`src/rtl/masked_rmw_mem.sv`:
```
// Single-port word memory with per-lane write masks and a registered read port.
// Partial-mask writes take one extra MERGE cycle to read, merge and write back the word.
module masked_rmw_mem #(
  parameter int DATA_W     = 32,
  parameter int LANE_W     = 8,
  parameter int ADDR_W     = 3,
  parameter int REQ_ADDR_W = 32,
  localparam int MASK_W    = DATA_W / LANE_W
) (
  input  logic                  clk,
  input  logic                  reset,
  input  logic                  io_req_valid,
  output logic                  io_req_ready,
  input  logic                  io_req_write,
  input  logic [REQ_ADDR_W-1:0] io_req_addr,
  input  logic [DATA_W-1:0]     io_req_data,
  input  logic [MASK_W-1:0]     io_req_mask,
  output logic                  io_resp_valid,
  output logic [DATA_W-1:0]     io_resp_data
);

  localparam int DEPTH = 1 << ADDR_W;

  typedef enum logic [1:0] {
    IDLE  = 2'b01,
    MERGE = 2'b10
  } state_t;

  state_t              state_q, state_d;
  logic [ADDR_W-1:0]   idx_q, idx_d;
  logic [DATA_W-1:0]   data_q, data_d;
  logic [MASK_W-1:0]   mask_q, mask_d;
  logic                resp_valid_q, resp_valid_d;
  logic [DATA_W-1:0]   resp_data_q, resp_data_d;

  logic [DATA_W-1:0]   mem_q [DEPTH];
  logic                mem_we;
  logic [ADDR_W-1:0]   mem_wa;
  logic [DATA_W-1:0]   mem_wd;

  logic [ADDR_W-1:0]   req_idx;
  logic                req_fire;

  function automatic logic [DATA_W-1:0] expand_mask(input logic [MASK_W-1:0] m);
    logic [DATA_W-1:0] e;
    for (int i = 0; i < MASK_W; i++) begin
      e[i*LANE_W +: LANE_W] = {LANE_W{m[i]}};
    end
    return e;
  endfunction

  function automatic logic [DATA_W-1:0] merge_word(input logic [DATA_W-1:0] old_w,
                                                   input logic [DATA_W-1:0] new_w,
                                                   input logic [MASK_W-1:0] m);
    logic [DATA_W-1:0] bm;
    bm = expand_mask(m);
    return (old_w & ~bm) | (new_w & bm);
  endfunction

  assign req_idx  = io_req_addr[ADDR_W-1:0];
  assign req_fire = io_req_valid && io_req_ready;

  // Upper address bits are deliberately ignored so addresses wrap modulo DEPTH.
  generate
    if (REQ_ADDR_W > ADDR_W) begin : g_addr_hi
      logic unused_addr_hi;
      assign unused_addr_hi = ^io_req_addr[REQ_ADDR_W-1:ADDR_W];
    end
  endgenerate

  always_comb begin
    state_d      = state_q;
    idx_d        = idx_q;
    data_d       = data_q;
    mask_d       = mask_q;
    resp_valid_d = 1'b0;
    resp_data_d  = resp_data_q;
    mem_we       = 1'b0;
    mem_wa       = req_idx;
    mem_wd       = io_req_data;
    unique case (state_q)
      IDLE: begin
        if (req_fire) begin
          if (!io_req_write) begin
            resp_valid_d = 1'b1;
            resp_data_d  = mem_q[req_idx];
          end else if (&io_req_mask) begin
            mem_we = 1'b1;
          end else if (|io_req_mask) begin
            idx_d   = req_idx;
            data_d  = io_req_data;
            mask_d  = io_req_mask;
            state_d = MERGE;
          end
        end
      end
      MERGE: begin
        mem_we  = 1'b1;
        mem_wa  = idx_q;
        mem_wd  = merge_word(mem_q[idx_q], data_q, mask_q);
        state_d = IDLE;
      end
      default: state_d = IDLE;
    endcase
  end

  always_ff @(posedge clk) begin
    if (reset) begin
      state_q      <= IDLE;
      resp_valid_q <= 1'b0;
      resp_data_q  <= '0;
    end else begin
      state_q      <= state_d;
      resp_valid_q <= resp_valid_d;
      resp_data_q  <= resp_data_d;
    end
  end

  // Holding registers only matter while in MERGE, which reset always leaves.
  always_ff @(posedge clk) begin
    idx_q  <= idx_d;
    data_q <= data_d;
    mask_q <= mask_d;
    if (mem_we && !reset) begin
      mem_q[mem_wa] <= mem_wd;
    end
  end

  assign io_req_ready  = (state_q == IDLE);
  assign io_resp_valid = resp_valid_q;
  assign io_resp_data  = resp_data_q;

endmodule

```
`config.mk`:
```
export PLATFORM = sky130hd
export DESIGN_NAME = masked_rmw_mem
export DESIGN_NICKNAME = d
export VERILOG_FILES = /design/src/rtl/masked_rmw_mem.sv
export SDC_FILE = /design/constraint.sdc
export NUM_CORES = 1
export LEC_CHECK = 0
export BUFFER_PORTS_ARGS = -buffer_cell sky130_fd_sc_hd__buf_2
export CORE_MARGIN = 4
export CORE_UTILIZATION = 60
export CTS_BUF_LIST = sky130_fd_sc_hd__clkbuf_4 sky130_fd_sc_hd__clkbuf_8
export DETAILED_ROUTE_END_ITERATION = 16
export PLACE_DENSITY = 0.79
export SLEW_MARGIN = 25
export SYNTH_ARGS = -nofsm -noshare
export SYNTH_HDL_FRONTEND = slang
export SYNTH_SLANG_ARGS = --single-unit
```
`constraint.sdc`:
```
create_clock -name clk -period 4.55 [get_ports clk]
set_input_delay 0.6825 -clock clk [delete_from_list [all_inputs] [get_ports clk]]
set_output_delay 0.6825 -clock clk [all_outputs]
set_load 0.01 [all_outputs]
```
Word-level counts from Yosys, hierarchy flattened
Memories as Yosys holds them, arrays and structs flattened. A register that Yosys moved wholly into a read port is not among the register bits. Index checks and enable logic that the tools add are counted.

Memories kept: 1. Register bits after elaboration: 42. Input port bits: 72. Memory bits (writable): 256.

Memory list: mem_q (depth 8, bits a word 32, read ports 2, clocked after memory_dff 2, wr ports 1, line 36) `logic [DATA_W-1:0] mem_q [DEPTH];`.

Eq/ne operators: 2. Mux-type cells: 10. Bitwise operators: 8. Reductions and logical operators: 10.

Operators by type and width (count): AND 32 bit (2); two-way mux 32 bit (1); inverter 32 bit (1); OR 32 bit (1); AND reduction 4 bit (2); two-way mux 1 bit (6); two-way mux 3 bit (2); AND reduction 5 bit (1); inverter 1 bit (4); OR reduction 4 bit (1); AND reduction 3 bit (1); OR reduction 3 bit (1); equality test 2 x 1 -> 1 bit, second input constant (1); equality test 2 bit, second input constant (1); logical AND 1 bit (2); one-hot mux 1 bit (2 select lines) (1); OR reduction 2 bit (1); zero test 1 bit (1).

Longest topological paths before layout
Word-level depth: 8. Depth in mapped cells: 8. Gate-level depth less buffers: 6.

Worst setup path before layout
No wires, ideal clock.

Path kind: input port to flip-flop. Start point: input io_req_addr[2]. End point: memory mem_q[3][0] (enable). Library setup time: 421 ps. Setup slack: 1314 ps. Arrival: 2815 ps. Buffers on the path: 3. Stages on the path: 5. Cell sequence: buf_4 -> buf_6 -> buf_4 -> o32a_1 -> nor2_1.

Word-level cells in the longest chain between the ends: 1.

RTL lines: start: declaration (line 15) `input logic [REQ_ADDR_W-1:0] io_req_addr,`; two-way mux 3 bit (line 81) `unique case (state_q)`; end: declaration (line 36).

Every way passes these cells.

Final worst setup path
Start point: register state_q[0]. End point: memory mem_q[3][7], data pin.

Word-level cells in the longest chain between the ends: 2.

RTL lines: start: declaration (line 29) `state_t state_q, state_d;`; start signal: assignment (line 113) `state_q <= state_d;`; equality test 2 bit (line 81); two-way mux 32 bit (line 81); named net mem_wd[7] (line 39) `logic [DATA_W-1:0] mem_wd;`.

The timed path passes the listed nets, and every way through them passes these cells.

==> flow_metrics.env <==
export IMPL_status="completed"
export IMPL_wl_per_cell_um=24.4
export IMPL_setup_viol=0
export IMPL_grt_util_all_layers=0.259
export IMPL_rsz0062_at_grt="no"
export IMPL_synth_edff_count=295
export IMPL_ir_worst_vdd_v=0.000376
export IMPL_grt_overflow=0
export IMPL_power_density_mw_per_mm2=395
export IMPL_synthTopCellsByArea="edfxtp_1 (59%), mux2i_1 (17%), dfxtp_1 (5.0%)"
export IMPL_place_ws_ns=1.32
export IMPL_synth_common_cells="edfxtp_1 (295), mux2i_1 (257), a22oi_1 (84), nor2_1 (70), o22ai_1 (63)"
export IMPL_cts_setup_buffers=0
export IMPL_comb_power_share=0.095
export IMPL_postCtsResizedCells=0
export IMPL_syn_area_mm2=0.0151
export IMPL_yosysMostFrequentCell="edfxtp_1"
export IMPL_area_growth_pct=11.8
export IMPL_synth_main_ff_cell="edfxtp_1"
export IMPL_avgSynthCellArea_um2=14.1
export IMPL_crit_required_ns=4.75
export IMPL_min_period_ns=2.95
export IMPL_ant_nets=0
export IMPL_drive_gt1_frac=0.210
export IMPL_min_to="data_q[20]"
export IMPL_reg2reg_slack_ns=1.60
export IMPL_post_dp_hpwl_um=21300
export IMPL_dr_first_iter_drc_count=952
export IMPL_netlist_cell_type_count=36
export IMPL_post_drt_via_cell_ratio=6.40
export IMPL_switching_share=0.236
export IMPL_vias=9741
export IMPL_cp_arrival_ns=3.15
export IMPL_post_place_cells=1424
export IMPL_cts_sinks=333
export IMPL_hold_path_class="input pin to flip-flop"
export IMPL_slowest_delay_ns=0.77
export IMPL_grt_max_degree=84
export IMPL_worstReg2RegEnd="mem_q[3][7]"
export IMPL_fin_ws_ns=1.60
export IMPL_antenna_found_initial=0
export IMPL_fin_cells=1523
export IMPL_async_flop_share=0
export IMPL_htree_levels=2
export IMPL_yosysSeqAreaShare=0.637
export IMPL_gp_congestion=0.815
export IMPL_diodes=0
export IMPL_hold_path_depth=1
export IMPL_maxCapViolations=0
export IMPL_hold_buffers=0
export IMPL_timing_final_crit_share=0.649
export IMPL_drc=0
export IMPL_clk_pin_slew_worst_paths_ns=0.06
export IMPL_p_int_mw=5.10
export IMPL_dieWidth_um=167
export IMPL_synth_top_area_frac=0.586
export IMPL_seqPwrFrac=0.515
export IMPL_first_pass_iters=5
export IMPL_finClkSkew_ns=0.0159
export IMPL_endpoint_kind="flip-flop"
export IMPL_power_net_switching_mw=1.58
export IMPL_critPathTopFamily="simple AND/OR/NAND/NOR gates"
export IMPL_synth_fp_nets=1148
export IMPL_fp_dieH_um=167
export IMPL_path_cells="inv_1 > ha_2 > buf_4 > nor2b_1 > a21oi_1"
export IMPL_worstPathMaxFanout=44
export IMPL_critPathSlowestCell="nor2b_1"
export IMPL_worstMarginPinSlew_ns=1.04
export IMPL_slew_violations=0
export IMPL_crit_path_start_kind="flip-flop"
export IMPL_yosysWarnings=0
export IMPL_numCtsBuffers=53
export IMPL_timing_final_hold_violations=0
export IMPL_clk_latency_ns=0.57
export IMPL_path_buf_inv=2
export IMPL_critical_path_class="flip-flop to flip-flop"
export IMPL_power_frac_clock=0.390
export IMPL_initial_core_util=0.616
export IMPL_synth_largest_area_cell="edfxtp_1"
export IMPL_worstHoldStart="io_req_data[20]"
export IMPL_cts_tree="built"
export IMPL_port_buffers=76
export IMPL_fin_setup_tns_ns=0
export IMPL_routed_wl_um=37200
export IMPL_grt_pass1_wl_um=55900
export IMPL_die_area_mm2=0.0278
export IMPL_std_cell_rows=57
export IMPL_rr_worst_depth=5
export IMPL_ys_seq_elements=333
export IMPL_syn_inst=1074
export IMPL_fmax_mhz=339
export IMPL_nets=1229
export IMPL_grt_pass1_vias=9875
export IMPL_slew_headroom=0.306
export IMPL_pin_count=106
export IMPL_p_leak_nw=6.26
export IMPL_cts_buffer_depth=3
export IMPL_core_mm2=0.0245
export IMPL_regToRegStartpoint="state_q[0]"
export IMPL_clockRootBuffer="clkbuf_8"
export IMPL_n_fill_cell=1696
==> cell type report <==
cell class / count / area (um2) / area share
Multi-Input combinational cell: 660 / 5100 / 0.302
Inverter: 4 / 15.0 / 0.000889
Timing Repair Buffer: 103 / 622 / 0.0368
Clock inverter: 21 / 128 / 0.00756
Tap cell: 324 / 405 / 0.0240
Clock buffer: 78 / 998 / 0.0591
Sequential cell: 333 / 9620 / 0.570
==> state kept, by name, indices dropped and copies added, names as in the netlist, named ones only <==
name,count
mem_q,256
data_q,32
io_resp_data,32
mask_q,4
idx_q,3
state_q,2
io_resp_valid,1
==> per-layer routing <==
layer  wire length (um)  global-route usage
met1              15300               0.361
met2              17800               0.426
met3               3220              0.0412
met4                884              0.0779
met5                  0                   0
==> worst max path at each step <==
stage,from,end,slack (ns),cells after the start
2_1_floorplan,io_req_addr[2],mem_q[3][0],1.31,5
3_3_place_gp,io_req_addr[2],io_resp_data[31],1.42,6
3_5_place_dp,io_req_addr[2],io_resp_data[31],1.32,6
4_1_cts,state_q[0],mem_q[1][10],1.59,7
5_1_grt,state_q[0],mem_q[0][15],1.47,5
6_report,state_q[0],mem_q[3][7],1.60,5
==> cell usage in the layout, fill, tap and decap left out, types with 8 or more instances in the layout <==
cell type,Yosys,routed
dfxtp_1,38,37
buf_4,20,25
clkbuf_4,1,12
o21ai_0,15,15
a22oi_1,84,84
a21oi_1,51,51
nand3_1,11,11
o22ai_1,63,63
nor2_4,0,8
buf_2,23,75
nand2_1,40,40
edfxtp_1,295,295
mux2i_1,257,257
clkbuf_8,0,66
clkinv_2,0,12
nor2_1,70,59
nor3_2,32,32
==> metrics by stage <==
stage,area (um2),hold WS [ns],power (mW),util
floorplan,15100,0.467,3.94,-
global placement,15700,0.482,4.10,0.641
finish,16900,0.307,6.68,0.688
CTS,16900,0.272,6.71,0.688
detailed placement,15800,0.488,4.13,0.642
global route,16900,0.280,6.91,0.688
==> cell families (layout without fill, tap and decap cells) <==
group,after synthesis,count (layout),share of synthesized area
flops,333,333,0.637
compound gates,218,218,0.0925
fa+ha+maj,2,2,0.00166
simple gates,181,181,0.0654
buf+inv,81,206,0.0315
mux,259,259,0.172
==> power groups by stage <==
stage	registers [mW]	clock network, mW	logic [mW]
6_report	3.44	2.61	0.633
5_1_grt	3.44	2.79	0.676
4_1_cts	3.44	2.64	0.627
3_5_place_dp	3.50	0	0.625
3_3_place_gp	3.50	0	0.605
2_1_floorplan	3.49	0	0.446
==> worst reg2reg max path, delay by kind of cell, from the launching register on <==
| kind | cells | cell delay (ns) |
|---|---|---|
| buffers and inverters | 2 | 0.61 |
| and+or+nand+nor | 1 | 0.79 |
| DFF | 1 | 0.31 |
| AOI/OAI and AO/OA | 1 | 0.40 |
| adders and majority gates | 1 | 0.48 |
Note: power is estimated with default switching activity, not from simulation.
